### src/rtl/fetch_seq_pkg.sv
// Shared types and constants for the fetch sequencer.
//   state_t         : FSM state encoding (also exported on the debug port)
//   OPC_W           : width of the opcode field at the top of an instruction
//   HALT_OPCODE_DEF : default opcode value that marks a halt instruction
package fetch_seq_pkg;

  localparam int OPC_W = 6;
  localparam logic [OPC_W-1:0] HALT_OPCODE_DEF = 6'h3F;

  typedef enum logic [1:0] {
    IDLE  = 2'd0,
    RUN   = 2'd1,
    DRAIN = 2'd2,
    HALT  = 2'd3
  } state_t;

endpackage

### src/rtl/fetch_out_stage.sv
// Single-entry valid/ready output register toward decode.
//   clk, rst  : clock, asynchronous active-low reset
//   load_i    : capture data_i/pc_i and mark valid
//   hold_i    : keep current contents (downstream not accepting a valid word)
//   flush_i   : drop the held word, overrides hold and load
//   data_i    : instruction word to capture
//   pc_i      : fetch address of that word
//   valid_o   : held word is valid
//   data_o    : held instruction word
//   pc_o      : fetch address of the held word
module fetch_out_stage #(
  parameter int AWIDTH = 6,
  parameter int RWIDTH = 32
) (
  input  logic              clk,
  input  logic              rst,
  input  logic              load_i,
  input  logic              hold_i,
  input  logic              flush_i,
  input  logic [RWIDTH-1:0] data_i,
  input  logic [AWIDTH-1:0] pc_i,
  output logic              valid_o,
  output logic [RWIDTH-1:0] data_o,
  output logic [AWIDTH-1:0] pc_o
);

  logic              valid_q;
  logic [RWIDTH-1:0] data_q;
  logic [AWIDTH-1:0] pc_q;

  always_ff @(posedge clk or negedge rst) begin
    if (!rst) begin
      valid_q <= 1'b0;
      data_q  <= '0;
      pc_q    <= '0;
    end else if (flush_i) begin
      valid_q <= 1'b0;
    end else if (!hold_i) begin
      // Slot is free: either refill it or let it go empty.
      valid_q <= load_i;
      if (load_i) begin
        data_q <= data_i;
        pc_q   <= pc_i;
      end
    end
  end

  assign valid_o = valid_q;
  assign data_o  = data_q;
  assign pc_o    = pc_q;

endmodule

### src/rtl/fetch_sequencer.sv
// Instruction-fetch sequencer: owns the PC, addresses a combinational-read
// instruction memory and registers each fetched word into a valid/ready
// stage toward decode. Supports start, redirect with flush, backpressure
// and halt detection.
//   clk, rst        : clock, asynchronous active-low reset
//   start           : leave IDLE and begin fetching from the current PC
//   inc             : PC increment applied after each fetch
//   redirect_valid  : branch/jump request, highest priority
//   redirect_addr   : redirect target
//   mem_addr        : instruction-memory address (always the PC)
//   mem_rdata       : instruction-memory read data
//   instr/instr_pc  : registered word to decode and its fetch address
//   instr_valid     : instr/instr_pc valid
//   instr_ready     : decode accepts this cycle
//   halted          : high in HALT
//   state           : current FSM state (debug)
//
// state | meaning
// IDLE  | waiting for start, PC may be redirected
// RUN   | fetching one word per free output slot
// DRAIN | halt word captured, waiting for it to transfer
// HALT  | stopped, left only by redirect or reset
module fetch_sequencer
  import fetch_seq_pkg::*;
#(
  parameter int                AWIDTH      = 6,
  parameter int                RWIDTH      = 32,
  parameter logic [AWIDTH-1:0] RESET_ADDR  = '0,
  parameter logic [OPC_W-1:0]  HALT_OPCODE = HALT_OPCODE_DEF
) (
  input  logic              clk,
  input  logic              rst,
  input  logic              start,
  input  logic [AWIDTH-1:0] inc,
  input  logic              redirect_valid,
  input  logic [AWIDTH-1:0] redirect_addr,
  output logic [AWIDTH-1:0] mem_addr,
  input  logic [RWIDTH-1:0] mem_rdata,
  output logic [RWIDTH-1:0] instr,
  output logic [AWIDTH-1:0] instr_pc,
  output logic              instr_valid,
  input  logic              instr_ready,
  output logic              halted,
  output logic [1:0]        state
);

  state_t            state_q, state_d;
  logic [AWIDTH-1:0] pc_q, pc_d;
  logic              load;
  logic              hold;
  logic              xfer;
  logic              is_halt;

  assign hold    = instr_valid & ~instr_ready;
  assign xfer    = instr_valid & instr_ready;
  assign is_halt = (mem_rdata[RWIDTH-1 -: OPC_W] == HALT_OPCODE);

  always_ff @(posedge clk or negedge rst) begin
    if (!rst) begin
      state_q <= IDLE;
      pc_q    <= RESET_ADDR;
    end else begin
      state_q <= state_d;
      pc_q    <= pc_d;
    end
  end

  always_comb begin
    state_d = state_q;
    pc_d    = pc_q;
    load    = 1'b0;
    if (redirect_valid) begin
      // Redirect beats everything, including a halt word on mem_rdata.
      pc_d = redirect_addr;
      if (state_q != IDLE || start) state_d = RUN;
    end else begin
      case (state_q)
        IDLE:  if (start) state_d = RUN;
        RUN: begin
          if (!hold) begin
            load = 1'b1;
            pc_d = pc_q + inc;
            if (is_halt) state_d = DRAIN;
          end
        end
        DRAIN: if (xfer) state_d = HALT;
        HALT:  ;
        default: state_d = IDLE;
      endcase
    end
  end

  // Flushing in IDLE is harmless: the slot is never valid there.
  fetch_out_stage #(
    .AWIDTH(AWIDTH),
    .RWIDTH(RWIDTH)
  ) u_out (
    .clk     (clk),
    .rst     (rst),
    .load_i  (load),
    .hold_i  (hold),
    .flush_i (redirect_valid),
    .data_i  (mem_rdata),
    .pc_i    (pc_q),
    .valid_o (instr_valid),
    .data_o  (instr),
    .pc_o    (instr_pc)
  );

  assign mem_addr = pc_q;
  assign halted   = (state_q == HALT);
  assign state    = state_q;

endmodule

### config.mk
export PLATFORM = sky130hd
export DESIGN_NAME = fetch_sequencer
export DESIGN_NICKNAME = d
export VERILOG_FILES = /design/src/rtl/fetch_seq_pkg.sv /design/src/rtl/fetch_out_stage.sv /design/src/rtl/fetch_sequencer.sv
export SDC_FILE = /design/constraint.sdc
export NUM_CORES = 1
export LEC_CHECK = 0
export CELL_PAD_IN_SITES_DETAIL_PLACEMENT = 1
export CELL_PAD_IN_SITES_GLOBAL_PLACEMENT = 2
export CORE_UTILIZATION = 29
export DETAILED_ROUTE_END_ITERATION = 6
export PLACE_DENSITY = 0.89
export SLEW_MARGIN = 25
export SYNTH_ARGS = -nofsm -noshare
export SYNTH_HDL_FRONTEND = slang
export SYNTH_HIERARCHICAL = 1
export SYNTH_SLANG_ARGS = --single-unit
### constraint.sdc
create_clock -name clk -period 3.65 [get_ports clk]
set_input_delay 0.365 -clock clk [delete_from_list [all_inputs] [get_ports clk]]
set_output_delay 0.365 -clock clk [all_outputs]
set_load 0.01 [all_outputs]
==> impl_metrics.csv <==
group,metric,value,unit
setup_path,critPathMaxFanout,36,
grt,grt_max_degree,48,
routing,vias,1637,
setup_path,worst_setup_path_start_kind,"register",
synth,synth-seq-area-share,50.76,%
routing,drtAntennaViolNets,0,
place,gp_congestion,0.7450,
routing,drc,0,
power_and_ir_drop,power_density,758.6,nW/um^2
synth,netlist_area,2317,um^2
layout,drive_gt1_share,20.45,%
synth,syn_inst,165,
cts,clkTransAtPathRegs,90,ps
timing,period_share,67.73,%
routing,avgRoutedWirePerCell,14.85,um
routing,wl,5.435,mm
layout,multi_input_area,1044,um^2
layout,synthToLayoutAreaGrowth,48.54,%
grt,grtUsageTotal,13.58,%
die,ioPinCount,97,
routing,top_layer_used,"met4",
cts,cts-resized-gates,0,
cts,cts_tree,"done",
grt,antenna_found_initial,0,
power_and_ir_drop,power,0.002611,W
layout,regArea,1176,um^2
timing,fmax,0.4045,GHz
die,row_count,32,
cts,cts_root_buf,"clkbuf_8",
timing,worstMarginPinSlew,608.0,ps
cts,cts_sinks,47,
cts,holdBufCountCts,0,
status,status,"completed",
routing,viasPerCell,4.473,
job,maxCapViolations,0,
timing,fin_crit,2472,ps
power_and_ir_drop,p_leak,1.468,nW
place,io_buffer_count,96,
cts,post_cts.repair.setup_buffers,0,
layout,final_nets,324,
synth,yosys_warnings,6,
die,coreArea,7727,um^2
grt,grt_pass1_vias,1719,
grt,grt_pass1_wl,9.073,mm
synth,avgSynthCellArea,14.04,um^2
die,dieHeight,91.39,um
routing,wl_met2,2.686,mm
cts,clock_latency,290,ps
place,dp_hpwl,4.051,mm
layout,fill_cells,826,
setup_path,critPathCaptureType,"register",
timing,clock_skew,5.553,ps
timing,drv_slew,0,
die,start_util,29.99,%
routing,wl_met1,2.495,mm
setup_path,critical_path_arrival,2650,ps
routing,met3_length,222,um
timing,hold_violations,0,
setup_path,required,3820,ps
synth,synthesis.nets,225,
cts,ctsLongestPathBuffers,2,
routing,dr.pass1.iters,3,
die,die_area,8352,um^2
setup_path,crit_type,"reg -> reg",
timing,rsz0062_at_grt,"no",
timing,fin_setup_tns,0,ps
cts,cts_buffers,5,
timing,setup_viol,0,
power_and_ir_drop,max-vdd-ir-drop,0.2309,mV
die,dieWidth,91.39,um
timing,hold_slack,89.17,ps
layout,diodes,0,
min_path,min_path_type,"in -> async",
routing,drt_iter0_markers,34,
cts,htree_levels,2,
grt,gr-total-overflow,0,
synth,ys_seq_elements,47,
synth,synth_cell_types,38,
timing,relSlewSlack,59.47,%
[through the flow]
| stage | worst slack [ps] | cells | area (um^2) | utilization, % |
|---|---|---|---|---|
| after global placement | 1092 | 359 | 3357 | 43.44 |
| after floorplan | 1601 | 165 | 2317 | - |
| final | 1178 | 366 | 3442 | 44.54 |
| after global routing | 1006 | 366 | 3442 | 44.54 |
| after detailed placement | 1003 | 359 | 3359 | 43.47 |
| after CTS | 1157 | 366 | 3442 | 44.54 |
[placed cells by master (no fill, tap or decap), drive strengths merged, types with 3 or more instances in the layout]
cell type	count
o21ai	7
mux2i	4
nor2	4
nor3b	4
clkbuf	5
nor2b	3
clkdlybuf4s50	95
mux2	38
buf	3
dfrtp	47
nand2	9
ha	10
inv	7
a21oi	3
[registers in the layout, indices dropped and copies added, names as in the netlist]
| signal | count |
|---|---|
| u_out/pc_o | 6 |
| state | 2 |
| mem_addr | 6 |
| u_out/valid_o | 1 |
| u_out/data_o | 32 |
[routing by layer]
| layer | GRT usage [%] | up-vias |
|---|---|---|
| met5 | 0 | - |
| met4 | 2.778 | 0 |
| met3 | 2.513 | 2 |
| met2 | 23.06 | 50 |
| met1 | 18.00 | 806 |
| li1 | - | 779 |
[final cells by class]
cell class	instances	share of cell area, %
Multi-Input combinational cell	105	30.32
Sequential cell	47	34.17
Inverter	7	0.7634
Clock inverter	2	0.3999
Clock buffer	5	1.999
Tap cell	102	3.708
Timing Repair Buffer	98	28.64
[cell usage after synthesis (all sizes together)]
cell type / count / share of area (%)
a2bb2oi: 1 / 0.65
o2111ai: 1 / 0.38
or2: 1 / 0.27
mux2: 38 / 22
o21a: 2 / 0.65
nor3: 2 / 0.43
ha: 10 / 5.4
inv: 7 / 1.1
o311ai: 2 / 1.4
or2b: 1 / 0.32
nand4: 1 / 0.27
o31a: 1 / 0.38
xnor2: 1 / 0.38
and3b: 1 / 0.38
o21ai: 7 / 1.5
clkbuf: 1 / 0.59
fa: 1 / 0.86
a21o: 1 / 0.32
nand2b: 2 / 0.86
nor3b: 4 / 1.5
buf: 5 / 2.8
dfrtp: 47 / 51
a221oi: 1 / 0.38
and4: 1 / 0.38
a211oi: 2 / 0.65
and2b: 1 / 0.38
nor2: 4 / 0.65
a21oi: 3 / 0.65
mux2i: 4 / 1.7
nand2: 9 / 1.5
nor2b: 3 / 0.81
[path summary, 6_finish.rpt]
path,start,to,slack [ps],cells after the start
max,state[1],u_out/data_o[3],1180,7
min,rst,u_out/data_o[25],90,1
max reg2reg,state[1],u_out/data_o[3],1180,7
min reg2reg,u_out/data_o[4],u_out/data_o[4],510,1
max in group asynchronous,rst,u_out/pc_o[1],3160,1
min in group clk,u_out/data_o[4],u_out/data_o[4],510,1
[worst max-delay path: stages (launching register included)]
cell and delay [ps]:
dfrtp_1 430, inv_1 140, ha_1 260, nand2_1 300, nor2_1 230, nor3b_4 310
buf_12 280, mux2_2 380
[where the power goes]
group	switching, W	internal, W
Sequential	0.000161	0.000770
Combinational	0.000513	0.000869
Clock	0.000167	0.000131
[kinds of logic (layout without fill, tap and decap cells)]
| logic type | Yosys count | count (layout) | synth area share [%] |
|---|---|---|---|
| DFF | 47 | 47 | 50.76 |
| muxes | 42 | 42 | 23.43 |
| AOI/OAI and AO/OA | 21 | 21 | 6.965 |
| xor gates and xnor gates | 1 | 1 | 0.3780 |
| adders and majority gates | 11 | 11 | 6.264 |
| and+or+nand+nor | 30 | 30 | 7.722 |
| buffers and inverters | 13 | 112 | 4.482 |
Note: power is estimated with default switching activity, not from simulation.
